**src/rtl/axi_slice_pkg.sv**
```systemverilog
// -----------------------------------------------------------------------------
// axi_slice_pkg
// Shared types and helpers for the AXI slice / write-path ordering blocks.
//   len_t      : AXI AxLEN value (burst length minus one)
//   cnt_width  : bits needed to hold a counter ranging 0..n inclusive
// -----------------------------------------------------------------------------
package axi_slice_pkg;

  localparam int unsigned LEN_WIDTH = 8;

  typedef logic [LEN_WIDTH-1:0] len_t;

  // Width of a counter that must represent every value from 0 up to n.
  function automatic int unsigned cnt_width(input int unsigned n);
    return $clog2(n + 1);
  endfunction

endpackage

```
**src/rtl/axi_aw_w_sync_fifo.sv**
```systemverilog
// -----------------------------------------------------------------------------
// axi_aw_w_sync_fifo
// Small synchronous FIFO used as the AWLEN queue of axi_aw_w_sync.
// Ports:
//   clk_i, rst_ni          clock, asynchronous active-low reset
//   flush_i                synchronous clear of the contents
//   testmode_i             reserved, no effect
//   full_o, empty_o        status
//   usage_o                number of stored entries
//   data_i, push_i         write side (ignored while full)
//   data_o, pop_i          read side (ignored while empty)
// -----------------------------------------------------------------------------
module axi_aw_w_sync_fifo #(
  parameter bit          FALL_THROUGH = 1'b0,
  parameter int unsigned DATA_WIDTH   = 8,
  parameter int unsigned DEPTH        = 4,
  parameter int unsigned ADDR_W       = (DEPTH > 1) ? $clog2(DEPTH) : 1
) (
  input  logic                  clk_i,
  input  logic                  rst_ni,
  input  logic                  flush_i,
  input  logic                  testmode_i,
  output logic                  full_o,
  output logic                  empty_o,
  output logic [ADDR_W:0]       usage_o,
  input  logic [DATA_WIDTH-1:0] data_i,
  input  logic                  push_i,
  output logic [DATA_WIDTH-1:0] data_o,
  input  logic                  pop_i
);

  localparam logic [ADDR_W-1:0] LAST_PTR = ADDR_W'(DEPTH - 1);
  localparam logic [ADDR_W:0]   FULL_CNT = (ADDR_W + 1)'(DEPTH);

  logic [DATA_WIDTH-1:0] mem_q [DEPTH];
  logic [ADDR_W-1:0]     wr_ptr_q, wr_ptr_d;
  logic [ADDR_W-1:0]     rd_ptr_q, rd_ptr_d;
  logic [ADDR_W:0]       cnt_q, cnt_d;
  logic                  do_push_s, do_pop_s;
  logic                  unused_testmode_s;

  assign unused_testmode_s = testmode_i;

  assign full_o    = (cnt_q == FULL_CNT);
  assign empty_o   = (cnt_q == '0);
  assign usage_o   = cnt_q;
  assign do_push_s = push_i & ~full_o;
  assign do_pop_s  = pop_i & ~empty_o;

  if (FALL_THROUGH) begin : g_ft
    assign data_o = empty_o ? data_i : mem_q[rd_ptr_q];
  end else begin : g_reg
    assign data_o = mem_q[rd_ptr_q];
  end

  // Next pointers and occupancy.
  always_comb begin
    wr_ptr_d = wr_ptr_q;
    rd_ptr_d = rd_ptr_q;
    cnt_d    = cnt_q;
    if (flush_i) begin
      wr_ptr_d = '0;
      rd_ptr_d = '0;
      cnt_d    = '0;
    end else begin
      if (do_push_s) begin
        wr_ptr_d = (wr_ptr_q == LAST_PTR) ? '0 : wr_ptr_q + ADDR_W'(1);
      end else begin
        wr_ptr_d = wr_ptr_q;
      end
      if (do_pop_s) begin
        rd_ptr_d = (rd_ptr_q == LAST_PTR) ? '0 : rd_ptr_q + ADDR_W'(1);
      end else begin
        rd_ptr_d = rd_ptr_q;
      end
      case ({do_push_s, do_pop_s})
        2'b10:   cnt_d = cnt_q + (ADDR_W + 1)'(1);
        2'b01:   cnt_d = cnt_q - (ADDR_W + 1)'(1);
        default: cnt_d = cnt_q;
      endcase
    end
  end

  // Pointer and occupancy registers.
  always_ff @(posedge clk_i or negedge rst_ni) begin
    if (!rst_ni) begin
      wr_ptr_q <= '0;
      rd_ptr_q <= '0;
      cnt_q    <= '0;
    end else begin
      wr_ptr_q <= wr_ptr_d;
      rd_ptr_q <= rd_ptr_d;
      cnt_q    <= cnt_d;
    end
  end

  // Storage array; contents are don't-care until written.
  always_ff @(posedge clk_i) begin
    if (do_push_s && !flush_i) begin
      mem_q[wr_ptr_q] <= data_i;
    end
  end

endmodule

```
**src/rtl/axi_aw_w_sync.sv**
```systemverilog
// -----------------------------------------------------------------------------
// axi_aw_w_sync
// Write-path ordering stage: forwards AW requests and only lets W beats through
// for bursts whose AW has been accepted. WLAST is regenerated from AWLEN; the
// upstream WLAST is only compared and a mismatch raises last_err_o for a cycle.
// Ports:
//   clk_i, rst_i                    clock, asynchronous active-high reset
//   aw_valid_i/aw_ready_o/aw_*_i    AW from upstream slice
//   aw_valid_o/aw_ready_i/aw_*_o    AW to downstream
//   w_valid_i/w_ready_o/w_*_i       W from upstream slice (w_last_i checked only)
//   w_valid_o/w_ready_i/w_*_o       W to downstream (w_last_o regenerated)
//   outstanding_o                   accepted bursts whose W is not complete
//   last_err_o                      one-cycle pulse on upstream WLAST mismatch
// -----------------------------------------------------------------------------
module axi_aw_w_sync
  import axi_slice_pkg::*;
#(
  parameter int unsigned AW_WIDTH        = 32,
  parameter int unsigned W_WIDTH         = 64,
  parameter int unsigned LEN_WIDTH       = 8,
  parameter int unsigned MAX_OUTSTANDING = 4,
  parameter int unsigned CNT_W           = cnt_width(MAX_OUTSTANDING)
) (
  input  logic                 clk_i,
  input  logic                 rst_i,
  input  logic                 aw_valid_i,
  output logic                 aw_ready_o,
  input  logic [AW_WIDTH-1:0]  aw_data_i,
  input  logic [LEN_WIDTH-1:0] aw_len_i,
  output logic                 aw_valid_o,
  input  logic                 aw_ready_i,
  output logic [AW_WIDTH-1:0]  aw_data_o,
  output logic [LEN_WIDTH-1:0] aw_len_o,
  input  logic                 w_valid_i,
  output logic                 w_ready_o,
  input  logic [W_WIDTH-1:0]   w_data_i,
  input  logic                 w_last_i,
  output logic                 w_valid_o,
  input  logic                 w_ready_i,
  output logic [W_WIDTH-1:0]   w_data_o,
  output logic                 w_last_o,
  output logic [CNT_W-1:0]     outstanding_o,
  output logic                 last_err_o
);

  localparam int unsigned QADDR_W = (MAX_OUTSTANDING > 1) ? $clog2(MAX_OUTSTANDING) : 1;

  logic                 full_s, empty_s;
  logic [LEN_WIDTH-1:0] head_len_s;
  logic [QADDR_W:0]     fifo_usage_unused_s;
  logic                 aw_hs_s, w_hs_s, beat_last_s, pop_s;

  logic [LEN_WIDTH-1:0] beat_cnt_q, beat_cnt_d;
  logic [CNT_W-1:0]     outstanding_q, outstanding_d;
  logic                 last_err_q, last_err_d;

  // AW side: gated only by queue occupancy, never by anything on W.
  assign aw_valid_o = aw_valid_i & ~full_s;
  assign aw_ready_o = aw_ready_i & ~full_s;
  assign aw_data_o  = aw_data_i;
  assign aw_len_o   = aw_len_i;
  assign aw_hs_s    = aw_valid_o & aw_ready_i;

  // W side: released only once the burst's length sits at the queue head.
  assign beat_last_s = (beat_cnt_q == head_len_s);
  assign w_valid_o   = w_valid_i & ~empty_s;
  assign w_ready_o   = w_ready_i & ~empty_s;
  assign w_data_o    = w_data_i;
  assign w_last_o    = beat_last_s & ~empty_s;
  assign w_hs_s      = w_valid_i & w_ready_i & ~empty_s;
  assign pop_s       = w_hs_s & beat_last_s;

  assign outstanding_o = outstanding_q;
  assign last_err_o    = last_err_q;

  axi_aw_w_sync_fifo #(
    .FALL_THROUGH (1'b0),
    .DATA_WIDTH   (LEN_WIDTH),
    .DEPTH        (MAX_OUTSTANDING),
    .ADDR_W       (QADDR_W)
  ) u_len_q (
    .clk_i      (clk_i),
    .rst_ni     (~rst_i),
    .flush_i    (1'b0),
    .testmode_i (1'b0),
    .full_o     (full_s),
    .empty_o    (empty_s),
    .usage_o    (fifo_usage_unused_s),
    .data_i     (aw_len_i),
    .push_i     (aw_hs_s),
    .data_o     (head_len_s),
    .pop_i      (pop_s)
  );

  // Beat counter, outstanding count and WLAST check.
  always_comb begin
    beat_cnt_d    = beat_cnt_q;
    outstanding_d = outstanding_q;
    last_err_d    = 1'b0;
    if (w_hs_s) begin
      beat_cnt_d = beat_last_s ? '0 : beat_cnt_q + LEN_WIDTH'(1);
      last_err_d = (w_last_i != w_last_o);
    end else begin
      beat_cnt_d = beat_cnt_q;
      last_err_d = 1'b0;
    end
    // A push and a final-beat pop in the same cycle cancel out.
    case ({aw_hs_s, pop_s})
      2'b10:   outstanding_d = outstanding_q + CNT_W'(1);
      2'b01:   outstanding_d = outstanding_q - CNT_W'(1);
      default: outstanding_d = outstanding_q;
    endcase
  end

  // State registers.
  always_ff @(posedge clk_i or posedge rst_i) begin
    if (rst_i) begin
      beat_cnt_q    <= '0;
      outstanding_q <= '0;
      last_err_q    <= 1'b0;
    end else begin
      beat_cnt_q    <= beat_cnt_d;
      outstanding_q <= outstanding_d;
      last_err_q    <= last_err_d;
    end
  end

endmodule

```
**config.mk**
```make
export PLATFORM = sky130hd
export DESIGN_NAME = axi_aw_w_sync
export DESIGN_NICKNAME = d
export VERILOG_FILES = /design/src/rtl/axi_slice_pkg.sv /design/src/rtl/axi_aw_w_sync_fifo.sv /design/src/rtl/axi_aw_w_sync.sv
export SDC_FILE = /design/constraint.sdc
export NUM_CORES = 1
export LEC_CHECK = 0
export CAP_MARGIN = 0
export CORE_MARGIN = 3
export CORE_UTILIZATION = 40
export DETAILED_ROUTE_END_ITERATION = 10
export DONT_BUFFER_PORTS = 1
export GPL_TIMING_DRIVEN = 0
export SLEW_MARGIN = 30
export SYNTH_ARGS = -nofsm -noshare
export SYNTH_HDL_FRONTEND = slang
export SYNTH_SLANG_ARGS = --single-unit
```
**constraint.sdc**
```tcl
create_clock -name clk_i -period 2.67 [get_ports clk_i]
set_clock_uncertainty 0.05 [all_clocks]
set_input_delay 0.4005 -clock clk_i [delete_from_list [all_inputs] [get_ports clk_i]]
set_output_delay 0.4005 -clock clk_i [all_outputs]
set_load 0.02 [all_outputs]
```
==> results of run 1 <==
through the flow:
step	std cells	TNS [ns]	worst slack, ns
final	377	-0.407	-0.144
after global placement	360	-1.75	-0.587
after CTS	373	-0.547	-0.172
after global routing	377	-1.10	-0.335
after detailed placement	360	-1.76	-0.597
after floorplan	261	-0.351	-0.188
sequential cells by signal (all words and copies together), names as in the netlist:
signal            count
u_len_q.rd_ptr_q      2
outstanding_o         3
u_len_q.usage_o       3
last_err_o            1
u_len_q.mem_q        32
beat_cnt_q            8
u_len_q.wr_ptr_q      2
how the worst min path moves through the flow:
stage,from,to,slack [ns],cells past startpoint
after global routing,aw_len_i[5],u_len_q.mem_q[3][5],0.12,0
after detailed placement,rst_i,u_len_q.wr_ptr_q[0],0.43,1
after CTS,rst_i,u_len_q.wr_ptr_q[0],0.11,1
final,rst_i,u_len_q.wr_ptr_q[0],0.07,1
after floorplan,rst_i,beat_cnt_q[0],0.30,1
after global placement,rst_i,u_len_q.usage_o[2],0.44,1
timing repair:
action / CTS / global route
gates cloned: 1 / 0
setup endpoints to repair: 6 / 5
pin swaps: 13 / 3
resized for setup: 11 / 0
buffers inserted: 5 / 4
layer usage:
layer	part of all wire, %	up-vias
li1	-	816
met5	0	-
met4	0.45	0
met2	49	98
met1	39	871
met3	11	4
Yosys cell counts, drive strengths merged, types with 2 or more instances:
master  instances
ha              8
dfrtp          19
edfxtp         32
nand2          10
nor2            8
mux4            8
mux2i           3
and2            2
xnor2          11
or3             2
xor2            6
a21boi          2
and3            5
inv            10
buf           105
mux2            3
nor3            4
o21ai           5
fa              2
nand3           3
nand4           3
cell families (layout without fill, tap and decap cells):
family / after synthesis / after routing
buffers and inverters: 116 / 133
and+or+nand+nor: 40 / 40
adders and majority gates: 10 / 10
muxes: 14 / 14
xor gates and xnor gates: 17 / 17
DFF: 51 / 51
AOI/OAI and AO/OA: 13 / 13
power by group through the flow:
| stage | Sequential (mW) | Combinational, mW | Clock (mW) |
|---|---|---|---|
| finish | 1.19 | 0.915 | 0.529 |
| global route | 1.22 | 1.01 | 0.576 |
| detailed placement | 1.20 | 0.856 | 0 |
| global placement | 1.20 | 0.847 | 0 |
| CTS | 1.20 | 0.919 | 0.548 |
| floorplan | 1.16 | 0.751 | 0 |
final cells by class:
type	count	area share [%]
plain buffers	105	22.4
clock buffers	5	1.94
clock inverters	3	1.23
inverters	10	1.06
multi-input cells	94	26.7
flip-flops and latches	51	40.5
well taps	99	3.49
repair buffers	10	2.68
==> impl_metrics.csv, run 1 <==
group,metric,value,unit
outcome,status,"finished, violations left",
outcome,violations,"negative setup slack",
place,hpwl,6150,µm
logic_synthesis,synth_top_flop_cell,"edfxtp_1",
cts,path_clk_slew,0.09,ns
timing,fin_ws,-0.144,ns
drt,drt-total-wl,7490,µm
critical_path,critPathLaunch,"u_len_q.rd_ptr_q[0]",
logic_synthesis,synth.area.mux_share,8.55,%
layout,drive_above_1_share,55.4,%
layout,fill_cells,678,
cts,clkSinkCount,51,
critical_path,critPathBufInv,2,
critical_path,r2r-start,"u_len_q.rd_ptr_q[0]",
power,combPwrFrac,34.8,%
layout,nNetsFinal,398,
critical_path,slowest_delay,0.53,ns
place,portBuffers,0,
logic_synthesis,synth_top_area_cell,"edfxtp_1",
layout,syn2layout_area_growth,12.3,%
critical_path,crit_chain,"buf_8 > mux4_2 > xnor2_2 > nand4_4 > nor3_4 > ha_2 > inv_2 > fa_2 > xor2_1 > nor2_1 > xor2_1",
power,p_sw_share,34.7,%
die,die_area,9010,µm²
critical_path,critPathMaxFanout,5,
logic_synthesis,synth-xor-area-share,4.95,%
global_routing,grtUsageTotal,15.4,%
cts,htree_levels,2,
power,intPower,1.72,mW
drt,ant_nets,0,
drt,firstDrtPassIters,5,
critical_path,slowest_stage,"mux4_2",
critical_path,ff2ff_setup_slack,-0.14,ns
drt,dr.first_iter.drc_count,64,
die,die_y,94.9,µm
critical_path,cpLargestDelayFamily,"adder cells",
drt,vias,1789,
power,p_total,2.63,mW
layout,seq_area,1440,µm²
global_routing,grt_max_degree,20,
layout,final_common_cell,"buf_4",
power,p_per_area,741,nW/µm²
critical_path,worst_setup_path_end_kind,"flop",
critical_path,endpoint,"u_len_q.usage_o[2]",
critical_path,crit_required,2.85,ns
cts,clk_latency,0.30,ns
logic_synthesis,ys_seq_area_share,45.4,%
logic_synthesis,synthesis.area,3160,µm²
global_routing,grt_pass1_wl,10300,µm
job,max_cap_viol_count,0,
logic_synthesis,synth_fp_nets,382,
timing,slew_violations,0,
global_routing,antenna_found_initial,0,
critical_path,crit_cells,11,
logic_synthesis,async_flop_share,37.3,%
timing,max_freq,355,MHz
die,design.core.area,7450,µm²
layout,antenna_cells,0,
cts,numCtsBuffers,5,
timing,tightest_slew,0.780,ns
die,die_w,94.9,µm
logic_synthesis,synthCells,261,
die,io_pins,224,
die,row_count,31,
drt,via_per_inst,4.75,
cts,ctsHoldBuffers,0,
timing,rsz0062_at_grt,"true",
logic_synthesis,synth_compound_area_share,2.77,%
global_routing,grt_use_met3,6.29,%
timing,timing.final.crit_share,105,%
logic_synthesis,synthSimpleGateAreaFrac,7.52,%
layout,fin_area,3550,µm²
logic_synthesis,synth_seq_cells,51,
timing,holdWs,0.0686,ns
critical_path,r2r_end,"u_len_q.usage_o[2]",
place,gp_congestion,0.769,
critical_path,crit_top_cell,"xor2_1",
global_routing,top_usage_layer,"met2",
drt,drc,0,
logic_synthesis,yosysWarnings,0,
layout,multi_input_area,950,µm²
power,clockPowerShare,20.1,%
global_routing,grt_overflow_total,0,
logic_synthesis,synth_area_leaders,"edfxtp_1 (30%), buf_4 (25%), dfrtp_1 (15%), mux4_1 (4.2%), ha_1 (3.2%)",
cts,cts_buffer_depth,2,
cts,clock-root-buffer,"clkbuf_8",
power,ir_worst_vdd,0.374,mV
global_routing,grt_pass1_vias,1798,
cts,cts_tree,"built",
timing,relSlewSlack,47.9,%
logic_synthesis,synth_edf_count,32,
layout,final_cell_mix,"buf_4 (113), edfxtp_1 (32), dfrtp_1 (18)",
power,p_switching,0.914,mW
logic_synthesis,synthDistinctLibCells,39,
global_routing,met1_usage,21.0,%
timing,setup_viol,4,
global_routing,met2_usage,23.3,%
layout,final_util,47.7,%
drt,wl_per_cell,19.9,µm
critical_path,cp-start-kind,"flop",
logic_synthesis,syn_area_per_cell,12.1,µm²
critical_path,rr_worst_depth,11,
logic_synthesis,synthAdderAreaFrac,4.43,%
critical_path,setup.worst_path.class,"reg2reg",
timing,finalHoldViolCount,0,
power,seqPwrFrac,45.1,%
timing,fin_crit,2.81,ns
worst_hold_path,min_path_type,"in2async",
critical_path,worst-endpoint-arrival,2.99,ns
logic_synthesis,synth_top_family_by_area,"buffers and inverters",
power,leakage,1.57,nW
die,start_util,42.5,%
logic_synthesis,synth.top_cell.area_share,30.4,%
place,dpl_cell_area,3310,µm²
Note: power is estimated with default switching activity, not from simulation.
==> inputs of run 2 (changes only) <==
Settings changed: ABC_CLOCK_PERIOD_IN_PS from default to 2670, CTS_CLUSTER_DIAMETER from default to 30, SKIP_CTS_REPAIR_TIMING from default to 1.
==> run 2 against run 1 <==
Against the previous run: the flow still finishes with violations (negative setup slack); total power down 0.67%; worst hold slack hardly changed; combinational power is 2% lower; critical endpoint unchanged; largest cell class unchanged.
==> impl_metrics.csv, run 2 (synthesis results as in run 1) <==
group,metric,value,unit
timing,finalHoldViolCount,0,
timing,fin_ws,-0.147,ns
drt,vias,1822,
layout,multi_input_area,950,µm²
drt,drc,0,
worst_hold_path,min_path_type,"in2async",
cts,clock-root-buffer,"clkbuf_8",
layout,seq_area,1440,µm²
layout,final_cell_mix,"buf_4 (115), edfxtp_1 (32), dfrtp_1 (19)",
timing,max_freq,355,MHz
layout,syn2layout_area_growth,12.1,%
power,leakage,1.58,nW
die,design.core.area,7450,µm²
outcome,status,"finished, violations left",
layout,largest_reg_flops,32,
power,p_per_area,738,nW/µm²
cts,cts_buffer_depth,2,
global_routing,grt_pass1_vias,1771,
drt,wl_per_cell,19.9,µm
layout,drive_above_1_share,55.4,%
place,dpl_cell_area,3310,µm²
layout,fin_area,3540,µm²
timing,holdWs,0.0684,ns
global_routing,grt_overflow_total,0,
critical_path,slowest_delay,0.55,ns
cts,clk_latency,0.29,ns
layout,instances_no_fill,379,
drt,dr.first_iter.drc_count,63,
job,max_cap_viol_count,0,
cts,htree_levels,2,
global_routing,antenna_found_initial,0,
layout,final_common_cell,"buf_4",
power,p_total,2.62,mW
cts,path_clk_slew,0.09,ns
global_routing,grt_max_degree,20,
critical_path,critPathMaxFanout,10,
timing,setup_viol,4,
timing,tightest_slew,0.767,ns
place,hpwl,6150,µm
layout,antenna_cells,0,
power,ir_worst_vdd,0.374,mV
die,die_w,94.9,µm
die,start_util,42.5,%
timing,fin_tns_setup,-0.350,ns
die,die_y,94.9,µm
timing,slew_violations,0,
layout,regMostFlops,"u_len_q.mem_q",
place,dp_slack,-0.597,ns
die,row_count,31,
timing,rsz0062_at_grt,"true",
timing,fin_crit,2.82,ns
critical_path,setup.worst_path.class,"reg2reg",
timing,relSlewSlack,48.8,%
critical_path,rr_worst_depth,11,
critical_path,worst-endpoint-arrival,2.99,ns
critical_path,crit_chain,"buf_8 > mux4_2 > xnor2_2 > nand4_4 > nor3_4 > ha_2 > inv_2 > fa_2 > xor2_1 > nor2_1 > xor2_1",
cts,cts_tree,"built",
layout,final_util,47.6,%
critical_path,slowest_stage,"mux4_2",
critical_path,ff2ff_setup_slack,-0.15,ns
timing,timing.final.crit_share,106,%
critical_path,cp-start-kind,"flop",
global_routing,grt_pass1_wl,10000,µm
outcome,violations,"negative setup slack",
die,io_pins,224,
cts,clkSinkCount,51,
drt,via_per_inst,4.81,
drt,drt-total-wl,7540,µm
layout,fill_cells,677,
place,gp_congestion,0.769,
critical_path,worst_setup_path_end_kind,"flop",
critical_path,r2r-start,"u_len_q.rd_ptr_q[0]",
critical_path,crit_required,2.84,ns
place,placed_cells,360,
critical_path,crit_top_cell,"xor2_1",
critical_path,r2r_end,"u_len_q.usage_o[2]",
place,portBuffers,0,
global_routing,grtUsageTotal,15.0,%
drt,ant_nets,0,
cts,numCtsBuffers,5,
die,die_area,9010,µm²
drt,firstDrtPassIters,4,
layout,reg.largest.list,"u_len_q.mem_q (32), beat_cnt_q (8)",
layout,nNetsFinal,400,
## run 2: how the worst max path moves through the flow
stage | start | endpoint | slack (ns) | cells past startpoint
3_5_place_dp | u_len_q.rd_ptr_q[1] | u_len_q.usage_o[2] | -0.60 | 11
5_1_grt | u_len_q.rd_ptr_q[0] | u_len_q.usage_o[2] | -0.33 | 11
3_3_place_gp | u_len_q.rd_ptr_q[1] | u_len_q.usage_o[2] | -0.59 | 11
6_report | u_len_q.rd_ptr_q[0] | u_len_q.usage_o[2] | -0.15 | 11
4_1_cts | u_len_q.rd_ptr_q[1] | u_len_q.usage_o[2] | -0.63 | 11
2_1_floorplan | u_len_q.rd_ptr_q[0] | u_len_q.usage_o[2] | -0.19 | 11
## run 2: layout make-up
type / instances / share of cell area, %
Clock buffer: 5 / 1.94
Buffer: 106 / 22.6
Inverter: 10 / 1.06
Tap cell: 99 / 3.50
Clock inverter: 3 / 1.24
Timing Repair Buffer: 11 / 2.33
Multi-Input combinational cell: 94 / 26.8
Sequential cell: 51 / 40.5
## run 2: critical path, delay by kind of cell (launching register included)
| kind | cells | cell delay [ns] |
|---|---|---|
| xor+xnor | 3 | 0.50 |
| fa+ha+maj | 2 | 0.54 |
| buf+inv | 2 | 0.21 |
| flops | 1 | 0.39 |
| mux | 1 | 0.55 |
| simple gates | 3 | 0.50 |
## run 2: per-layer routing
metal	up-vias	share of wire, %	global-route usage (%)
met5	-	0	0
met4	0	0.45	2.88
met3	4	11	6.29
met2	101	49	23.1
met1	899	39	20.0
li1	818	-	-
## run 2: power by group
| group | switching (mW) | leakage [nW] | internal [mW] | total [mW] |
|---|---|---|---|---|
| sequential | 0.185 | 0.522 | 1.00 | 1.19 |
| combinational | 0.477 | 0.996 | 0.424 | 0.901 |
| clock | 0.249 | 0.0581 | 0.279 | 0.528 |
| total | 0.911 | 1.58 | 1.70 | 2.62 |
